===== src/rtl/cont_poll_sequencer.sv =====
`default_nettype none
// ============================================================================
// Module   : cont_poll_sequencer
// Brief    : Serial game-controller poll sequencer. Drives latch and shift
//            clock, samples contRead and delivers an active-high button word.
//            Optional build macro CONT_DEBOUNCE_EN: publish only when two
//            consecutive poll words agree.
// Revision : 1.0 - initial release
// ============================================================================
module cont_poll_sequencer #(
    parameter int NUM_BITS    = 8,
    parameter int LATCH_CYC   = 480,
    parameter int HALF_PER    = 240,
    parameter int POLL_PERIOD = 666667
) (
    input  logic                PCLK,
    input  logic                MSS_RESET_N,
    input  logic                poll_en,
    input  logic                poll_req,
    input  logic                contRead,
    output logic                contWrite,
    output logic                contCLK,
    output logic [NUM_BITS-1:0] buttons,
    output logic                buttons_valid,
    output logic                busy
);

    localparam int c_PHASE_MAX = (LATCH_CYC > HALF_PER) ? LATCH_CYC : HALF_PER;
    localparam int c_PHASE_W   = $clog2(c_PHASE_MAX + 1);
    localparam int c_PERIOD_W  = $clog2(POLL_PERIOD + 1);
    localparam int c_BIT_W     = $clog2(NUM_BITS);

    localparam logic [c_PHASE_W-1:0]  c_LATCH_LAST  = c_PHASE_W'(LATCH_CYC - 1);
    localparam logic [c_PHASE_W-1:0]  c_HALF_LAST   = c_PHASE_W'(HALF_PER - 1);
    localparam logic [c_PERIOD_W-1:0] c_PERIOD_LAST = c_PERIOD_W'(POLL_PERIOD - 1);
    localparam logic [c_BIT_W-1:0]    c_BIT_LAST    = c_BIT_W'(NUM_BITS - 1);

    localparam logic [2:0] c_IDLE  = 3'd0;
    localparam logic [2:0] c_LATCH = 3'd1;
    localparam logic [2:0] c_HIGH  = 3'd2;
    localparam logic [2:0] c_LOW   = 3'd3;
    localparam logic [2:0] c_DONE  = 3'd4;

    logic [2:0]            r_state;
    logic [2:0]            w_nextState;
    logic [c_PHASE_W-1:0]  r_phaseCnt;
    logic [c_PHASE_W-1:0]  w_phaseLast;
    logic [c_BIT_W-1:0]    r_bitCnt;
    logic [NUM_BITS-1:0]   r_shift;
    logic [c_PERIOD_W-1:0] r_periodCnt;
    logic                  r_pending;
    logic                  r_syncMeta;
    logic                  r_syncRead;
    logic                  w_tick;
    logic                  w_trigger;
    logic                  w_accept;
    logic                  w_phaseEnd;
    logic                  w_lastBit;
    logic                  w_wordDone;

    // contRead is asynchronous to PCLK; preset high so a missing controller reads as released
    always_ff @(posedge PCLK or negedge MSS_RESET_N) begin
        if (!MSS_RESET_N) begin
            r_syncMeta <= 1'b1;
            r_syncRead <= 1'b1;
        end else begin
            r_syncMeta <= contRead;
            r_syncRead <= r_syncMeta;
        end
    end

    assign w_tick    = poll_en && (r_periodCnt == c_PERIOD_LAST);
    assign w_trigger = poll_req || w_tick;

    always_ff @(posedge PCLK or negedge MSS_RESET_N) begin
        if (!MSS_RESET_N) begin
            r_periodCnt <= '0;
        end else if (!poll_en || w_tick) begin
            r_periodCnt <= '0;
        end else begin
            r_periodCnt <= r_periodCnt + c_PERIOD_W'(1);
        end
    end

    assign w_accept    = (r_state == c_IDLE) && (w_trigger || r_pending);
    assign w_phaseLast = (r_state == c_LATCH) ? c_LATCH_LAST : c_HALF_LAST;
    assign w_phaseEnd  = (r_phaseCnt == w_phaseLast);
    assign w_lastBit   = (r_bitCnt == c_BIT_LAST);
    assign w_wordDone  = (r_state == c_LOW) && w_phaseEnd && w_lastBit;

    always_comb begin
        w_nextState = r_state;
        case (r_state)
            c_IDLE:  if (w_accept)   w_nextState = c_LATCH;
            c_LATCH: if (w_phaseEnd) w_nextState = c_HIGH;
            c_HIGH:  if (w_phaseEnd) w_nextState = c_LOW;
            c_LOW:   if (w_phaseEnd) w_nextState = w_lastBit ? c_DONE : c_HIGH;
            c_DONE:  w_nextState = c_IDLE;
            default: w_nextState = c_IDLE;
        endcase
    end

    // Pad outputs are decoded from the next state so every output is a flop
    always_ff @(posedge PCLK or negedge MSS_RESET_N) begin
        if (!MSS_RESET_N) begin
            r_state    <= c_IDLE;
            r_phaseCnt <= '0;
            r_bitCnt   <= '0;
            contWrite  <= 1'b0;
            contCLK    <= 1'b1;
            busy       <= 1'b0;
        end else begin
            r_state   <= w_nextState;
            contWrite <= (w_nextState == c_LATCH);
            contCLK   <= (w_nextState != c_LOW);
            busy      <= (w_nextState != c_IDLE);

            if ((w_nextState != r_state) || (r_state == c_IDLE)) begin
                r_phaseCnt <= '0;
            end else begin
                r_phaseCnt <= r_phaseCnt + c_PHASE_W'(1);
            end

            if (r_state == c_IDLE) begin
                r_bitCnt <= '0;
            end else if ((r_state == c_LOW) && w_phaseEnd && !w_lastBit) begin
                r_bitCnt <= r_bitCnt + c_BIT_W'(1);
            end
        end
    end

    // A trigger that arrives while a poll is in flight is remembered once
    always_ff @(posedge PCLK or negedge MSS_RESET_N) begin
        if (!MSS_RESET_N) begin
            r_pending <= 1'b0;
        end else if (w_accept) begin
            r_pending <= 1'b0;
        end else if ((r_state != c_IDLE) && w_trigger) begin
            r_pending <= 1'b1;
        end
    end

    always_ff @(posedge PCLK or negedge MSS_RESET_N) begin
        if (!MSS_RESET_N) begin
            r_shift <= '0;
        end else if ((r_state == c_HIGH) && w_phaseEnd) begin
            r_shift[r_bitCnt] <= ~r_syncRead;
        end
    end

`ifdef CONT_DEBOUNCE_EN
    logic [NUM_BITS-1:0] r_prevRaw;

    always_ff @(posedge PCLK or negedge MSS_RESET_N) begin
        if (!MSS_RESET_N) begin
            r_prevRaw     <= '0;
            buttons       <= '0;
            buttons_valid <= 1'b0;
        end else begin
            buttons_valid <= 1'b0;
            if (w_wordDone) begin
                r_prevRaw <= r_shift;
                if (r_shift == r_prevRaw) begin
                    buttons       <= r_shift;
                    buttons_valid <= 1'b1;
                end
            end
        end
    end
`else
    always_ff @(posedge PCLK or negedge MSS_RESET_N) begin
        if (!MSS_RESET_N) begin
            buttons       <= '0;
            buttons_valid <= 1'b0;
        end else begin
            buttons_valid <= 1'b0;
            if (w_wordDone) begin
                buttons       <= r_shift;
                buttons_valid <= 1'b1;
            end
        end
    end
`endif

endmodule
`default_nettype wire


===== config.mk =====
export PLATFORM = sky130hd
export DESIGN_NAME = cont_poll_sequencer
export DESIGN_NICKNAME = d
export VERILOG_FILES = /design/src/rtl/cont_poll_sequencer.sv
export SDC_FILE = /design/constraint.sdc
export NUM_CORES = 1
export LEC_CHECK = 0
export BUFFER_PORTS_ARGS = -buffer_cell sky130_fd_sc_hd__buf_2
export CAP_MARGIN = 20
export CORE_MARGIN = 8
export CORE_UTILIZATION = 28
export CTS_BUF_LIST = sky130_fd_sc_hd__clkbuf_16
export CTS_CLUSTER_SIZE = 28
export DETAILED_ROUTE_END_ITERATION = 10
export SYNTH_ARGS = -nofsm -noshare
export SYNTH_HDL_FRONTEND = slang
export SYNTH_SLANG_ARGS = --single-unit

===== constraint.sdc =====
create_clock -name PCLK -period 3.6 [get_ports PCLK]
set_input_delay 0.9 -clock PCLK [delete_from_list [all_inputs] [get_ports PCLK]]
set_output_delay 0.9 -clock PCLK [all_outputs]
set_load 0.02 [all_outputs]

---- Yosys cells after proc, flatten, opt, wreduce, memory -nomap -nowiden ----
Index checks and enable logic that the tools add are counted.
storage, ports and cells
  bits in registers ....................... 58
  input port bits ......................... 5
  output and inout port bits .............. 12
  word-level logic and storage cells ...... 64
cells by class
  add/sub/neg operators ................... 3
  $lt $le $gt $ge ......................... 2
  equal/unequal tests ..................... 9
  mux-type cells .......................... 17
  bitwise gates (word level) .............. 1
  reductions and logical operators ........ 19
operator list
  cell                                                                           number
  3-bit 2-to-1 mux                                                               7
  20-bit by 1-bit adder with 20-bit output (second input constant)               1
  20-bit == test (second input constant)                                         1
  20-bit 2-to-1 mux                                                              1
  9-bit 2-to-1 mux                                                               2
  3-bit one-hot mux with 4 select lines                                          1
  9-bit by 1-bit adder with 9-bit output (second input constant)                 1
  9-bit == test                                                                  1
  8-bit bitwise mux                                                              1
  1-bit logical AND                                                              8
  3-bit by 1-bit == test with 1-bit output (second input constant)               2
  3-bit by 2-bit == test with 1-bit output (second input constant)               2
  3-bit nonzero test                                                             2
  1-bit logical OR                                                               4
  3-bit by 4-bit less-than comparator with 1-bit output (second input constant)  1
  1-bit 2-to-1 mux                                                               4
  2-bit nonzero test                                                             2
  3-bit by 1-bit adder with 3-bit output (second input constant)                 1
  1-bit demux with 3-bit select                                                  1
  3-bit == test (second input constant)                                          1
  3-bit by 1-bit >= comparator with 1-bit output (second input constant)         1
  3-bit zero test                                                                1
  3-bit by 2-bit inequality test with 1-bit output (second input constant)       1
  3-bit inequality test                                                          1
  2 further kinds                                                                3

---- Depth between registers and ports, before layout ----
  word-level depth ........................ 10
  gate-level depth with buffers ........... 7
  gate-level depth less buffers ........... 6

---- Worst setup path before layout ----
No wires, ideal clock.
  path kind ............................... flip-flop to flip-flop
  start ................................... register r_phaseCnt[0]
  end ..................................... register buttons[0]
  data arrival time ....................... 1753 ps
  data required time ...................... 3475 ps
  setup slack ............................. 1722 ps
  cell stages (with the launch flop) ...... 6
  buffers on the path ..................... 0
  period minus slack after synthesis ...... 1878 ps
  cell sequence ........................... dfrtp_1 -> ha_1 -> and4_2 -> nand2_2 -> nor4_4 -> mux2_2
between the ends
  cells in the longest elaborated chain, start to end .. 3
ends and longest elaborated chain
  element                         RTL line  source
  start: declaration              46        logic [c_PHASE_W-1:0] r_phaseCnt;
  start signal: assignment        121       r_phaseCnt <= r_phaseCnt + c_PHASE_W'(1);
  9-bit == test                   87        assign w_phaseEnd = (r_phaseCnt == w_phaseLast);
  1-bit logical AND (2 in a row)  89        assign w_wordDone = (r_state == c_LOW) && w_phaseEnd && w_lastBit;
  end signal: assignment          178       buttons <= r_shift;
  end: declaration                23        output logic [NUM_BITS-1:0] buttons,
No other way between the ends.
A chain may end at the register's enable or synchronous reset.

---- Worst setup path after layout ----
  start ................................... register r_bitCnt[0]
  end ..................................... register r_bitCnt[0]
between the ends
  cells in the longest elaborated chain, start to end .. 4
  elaborated cells on any way between the ends .. 7
  classes of those cells .................. 1 x add/sub; 1 x eq/ne; 2 x mux; 3 x reduce/logical
ends and longest elaborated chain
  element                                                                                         RTL line  source
  start: declaration                                                                              48        logic [c_BIT_W-1:0] r_bitCnt;
  start signal: assignment                                                                        127       r_bitCnt <= r_bitCnt + c_BIT_W'(1);
  parallel branches: the longest is 4 deep, another holds 3-bit by 1-bit adder with 3-bit output  -
Parallel ways; which one is timed is not known. The select of a mux whose other input is x is not followed.

==> out/summary.txt <==
Status - finished, final reports clean
Post-route cell area - 3400 um2
GRT Total Usage - 0.0940
Mux cell area share after synthesis - 0.0711
Synth Area in Simple Gates - 0.223
Met2 WL - 2750 um
Port bufs - 16
Clock Skew - 0.00897 ns
Setup TNS - 0 ns
DP Wirelength - 3940 um
Max_cap viols - 0
Vias in the first global route - 2101
Min Tclk post-route - 2.15 ns
Starting Density - 0.288
Post-DRT Antenna Nets - 0
Hold_buf cts - 0
Synth Area in Compound Gates - 0.0614
Post-synth top flop - dfrtp_1
Clock tree buffer depth - 2
# diodes - 0
CTS root buf - clkbuf_16
DR WL met3 - 236 um
Max H-tree Level - 3
RSZ-0062 raised after global routing - false
Setup CP Type - register to register
Clock slew at reported path FFs - 0.05 ns
Total CTS buffers - 9
Post-CTS resize count - 0
Final layout net count - 303
Final core occ - 0.346
Synth Area per Inst - 10.4 um2
Post-synthesis net count - 283
Number of library cell types mapped by synthesis - 45
Least-Margin Pin Slew - 0.688 ns
Worst EP required - 3.84 ns
Metal-1 WL - 2670 um
Overflow after GRT - 0
First-pass GRT wire length - 10100 um
Post-Route WL - 5690 um
Routed WL per cell - 13.2 um
Peak supply drop - 0.248 mV
Max-slew headroom - 0.528
Largest area contributor in the netlist - dfrtp_1
CP most frequent cell - ha_1
Critical path's largest stage delay - 0.50 ns
DR vias - 2045
Layout Area Growth over Synthesis - 19.9%
Clock share of power - 0.579
Sequential share of the synthesized area - 0.514
Top sig layer - met4
Number of synthesized flops with an enable pin - 0
Power Density - 483 nW/um2
Startpoint types - register
Largest net degree at the start of global routing - 48
Pleak - 1.43 nW
Setup violators final - 0
Most instantiated cells after synthesis - 55 x dfrtp_1, 37 x nor2_1, 19 x inv_1, 19 x xnor2_1, 16 x nand3_1
Synth Instances - 273
Worst skew pair latency - 0.32 ns
Top cell type's share of synthesized area - 0.486
Share of cells above drive strength 1 - 0.188
Core area - 9820 um2
Post-CTS setup buffers - 0
Ys Warns - 0
Buf/Inv on CP - 0
Post-Synth XOR/XNOR Area - 0.0680
Placed Area - 3040 um2
Chip height - 117 um
CP delay by family, top - simple AND/OR/NAND/NOR gates
Crit-path max FO - 8
Yosys reg bits - 58
Synth Area in Adders - 0.0221
F_max - 465 MHz
Main combinational cell family by area after synthesis - simple AND/OR/NAND/NOR gates
Via density per instance - 4.74
Die ar. - 13600 um2
Gate power share - 0.017
Post-Syn Area - 2830 um2
P_sw - 0.000307 W
Clock Sinks - 58
Worst EP arrival - 2.39 ns
Crit path max-delay cell type - nor4bb_1
Tightest Hold Check Type - register to register
Top-count cell post-synth - dfrtp_1
Flop pwr share - 0.404
CTS tree - yes
Internal Power - 0.00133 W
Sw frac - 0.187
Critical Path Sink Type - register
Std cell rows - 36
Crit-path cells - ha_1 -> ha_1 -> nor4bb_1 -> nand3_1 -> or3_1 -> a21oi_1
Die W - 117 um
Antenna violations before repair - 0
Top post-synthesis cells by area - dfrtp_1 49%, xnor2_1 5.9%, nor2_1 4.9%
Iteration-0 DRC Markers - 150
Final Hold Viols - 0
1st-pass router iterations - 4
DR DRC count - 0
GPL Wtd Cong - 0.787
Async SR Flop Fraction - 1.00
Fin crit share - 0.597
Max Slew Vio Count - 0
Top-Level Pins - 17
[through the flow]
| stage | hold WS, ns | total power (W) | setup slack, ns | instances |
|---|---|---|---|---|
| floorplan | 0.345 | 0.000682 | 1.72 | 273 |
| global placement | 0.347 | 0.000699 | 1.50 | 414 |
| detailed placement | 0.348 | 0.000700 | 1.45 | 414 |
| CTS | 0.356 | 0.00166 | 1.44 | 430 |
| global route | 0.362 | 0.00170 | 1.21 | 431 |
| finish | 0.355 | 0.00164 | 1.45 | 431 |
[layer usage]
layer | track usage | up-vias
met2 | 0.151 | 26
met4 | 0.0290 | 0
met3 | 0.0393 | 4
li1 | - | 993
met5 | 0 | -
met1 | 0.112 | 1022
[power by group through the flow]
| stage | Sequential [W] | Clock (W) | Combinational, W |
|---|---|---|---|
| finish | 0.000663 | 0.000950 | 0.0000282 |
| global route | 0.000663 | 0.00100 | 0.0000328 |
| CTS | 0.000662 | 0.000974 | 0.0000269 |
| detailed placement | 0.000673 | 0 | 0.0000268 |
| global placement | 0.000673 | 0 | 0.0000259 |
| floorplan | 0.000672 | 0 | 0.0000106 |
[path summary, 6_finish.rpt]
| path | from | slack (ns) | end | depth (start not counted) |
|---|---|---|---|---|
| worst max-delay path | r_bitCnt[0] | 1.45 | r_bitCnt[0] | 6 |
| worst min-delay path | r_syncMeta | 0.36 | r_syncRead | 0 |
| worst max register to register | r_bitCnt[0] | 1.45 | r_bitCnt[0] | 6 |
| worst min register to register | r_syncMeta | 0.36 | r_syncRead | 0 |
| max in group asynchronous | MSS_RESET_N | 2.63 | r_syncRead | 2 |
| min in group asynchronous | MSS_RESET_N | 0.44 | buttons_valid | 1 |
[logic make-up (layout without fill, tap and decap cells)]
kind of cell / Yosys count / after routing
buffers and inverters: 28 / 53
adder cells (fa/ha/maj): 5 / 5
AND/OR/NAND/NOR: 117 / 117
multiplexers: 19 / 19
XOR/XNOR: 22 / 22
flip-flops: 58 / 58
AO/OA/AOI/OAI: 24 / 24
[registers in the layout, indices dropped and copies added (netlist names)]
signal / count
r_periodCnt: 20
contCLK: 1
buttons_valid: 1
r_syncMeta: 1
r_state: 3
contWrite: 1
r_phaseCnt: 9
r_pending: 1
buttons: 8
r_syncRead: 1
busy: 1
r_bitCnt: 3
r_shift: 8
[cell usage in the layout (no fill, tap or decap), types with 2 or more instances in the layout]
cell type	count
dfrtp_1	55
nor2_1	37
inv_1	19
xnor2_1	19
nand3_1	16
buf_2	16
nor3_1	13
nand4_1	12
nand2_1	10
mux2i_1	10
mux2_2	9
clkbuf_16	9
a21oi_1	7
nor4_1	7
ha_1	5
nand2b_1	4
o21ai_0	4
xor2_1	3
bufinv_16	3
dfstp_2	3
or3_1	2
nor4_2	2
and2_1	2
a211o_1	2
a21o_1	2
a21bo_2	2
nor4bb_1	2
clkinv_2	2
clkinv_1	2
[final cells by class]
cell class,count,area [um2]
fill,1037,6420
clock inverter,7,108
tap,133,166
inverter,19,71.3
timing repair buffer,18,108
clock buffer,9,225
sequential,58,1460
multi-input combinational,187,1260
(Power assumes the default switching activity.)
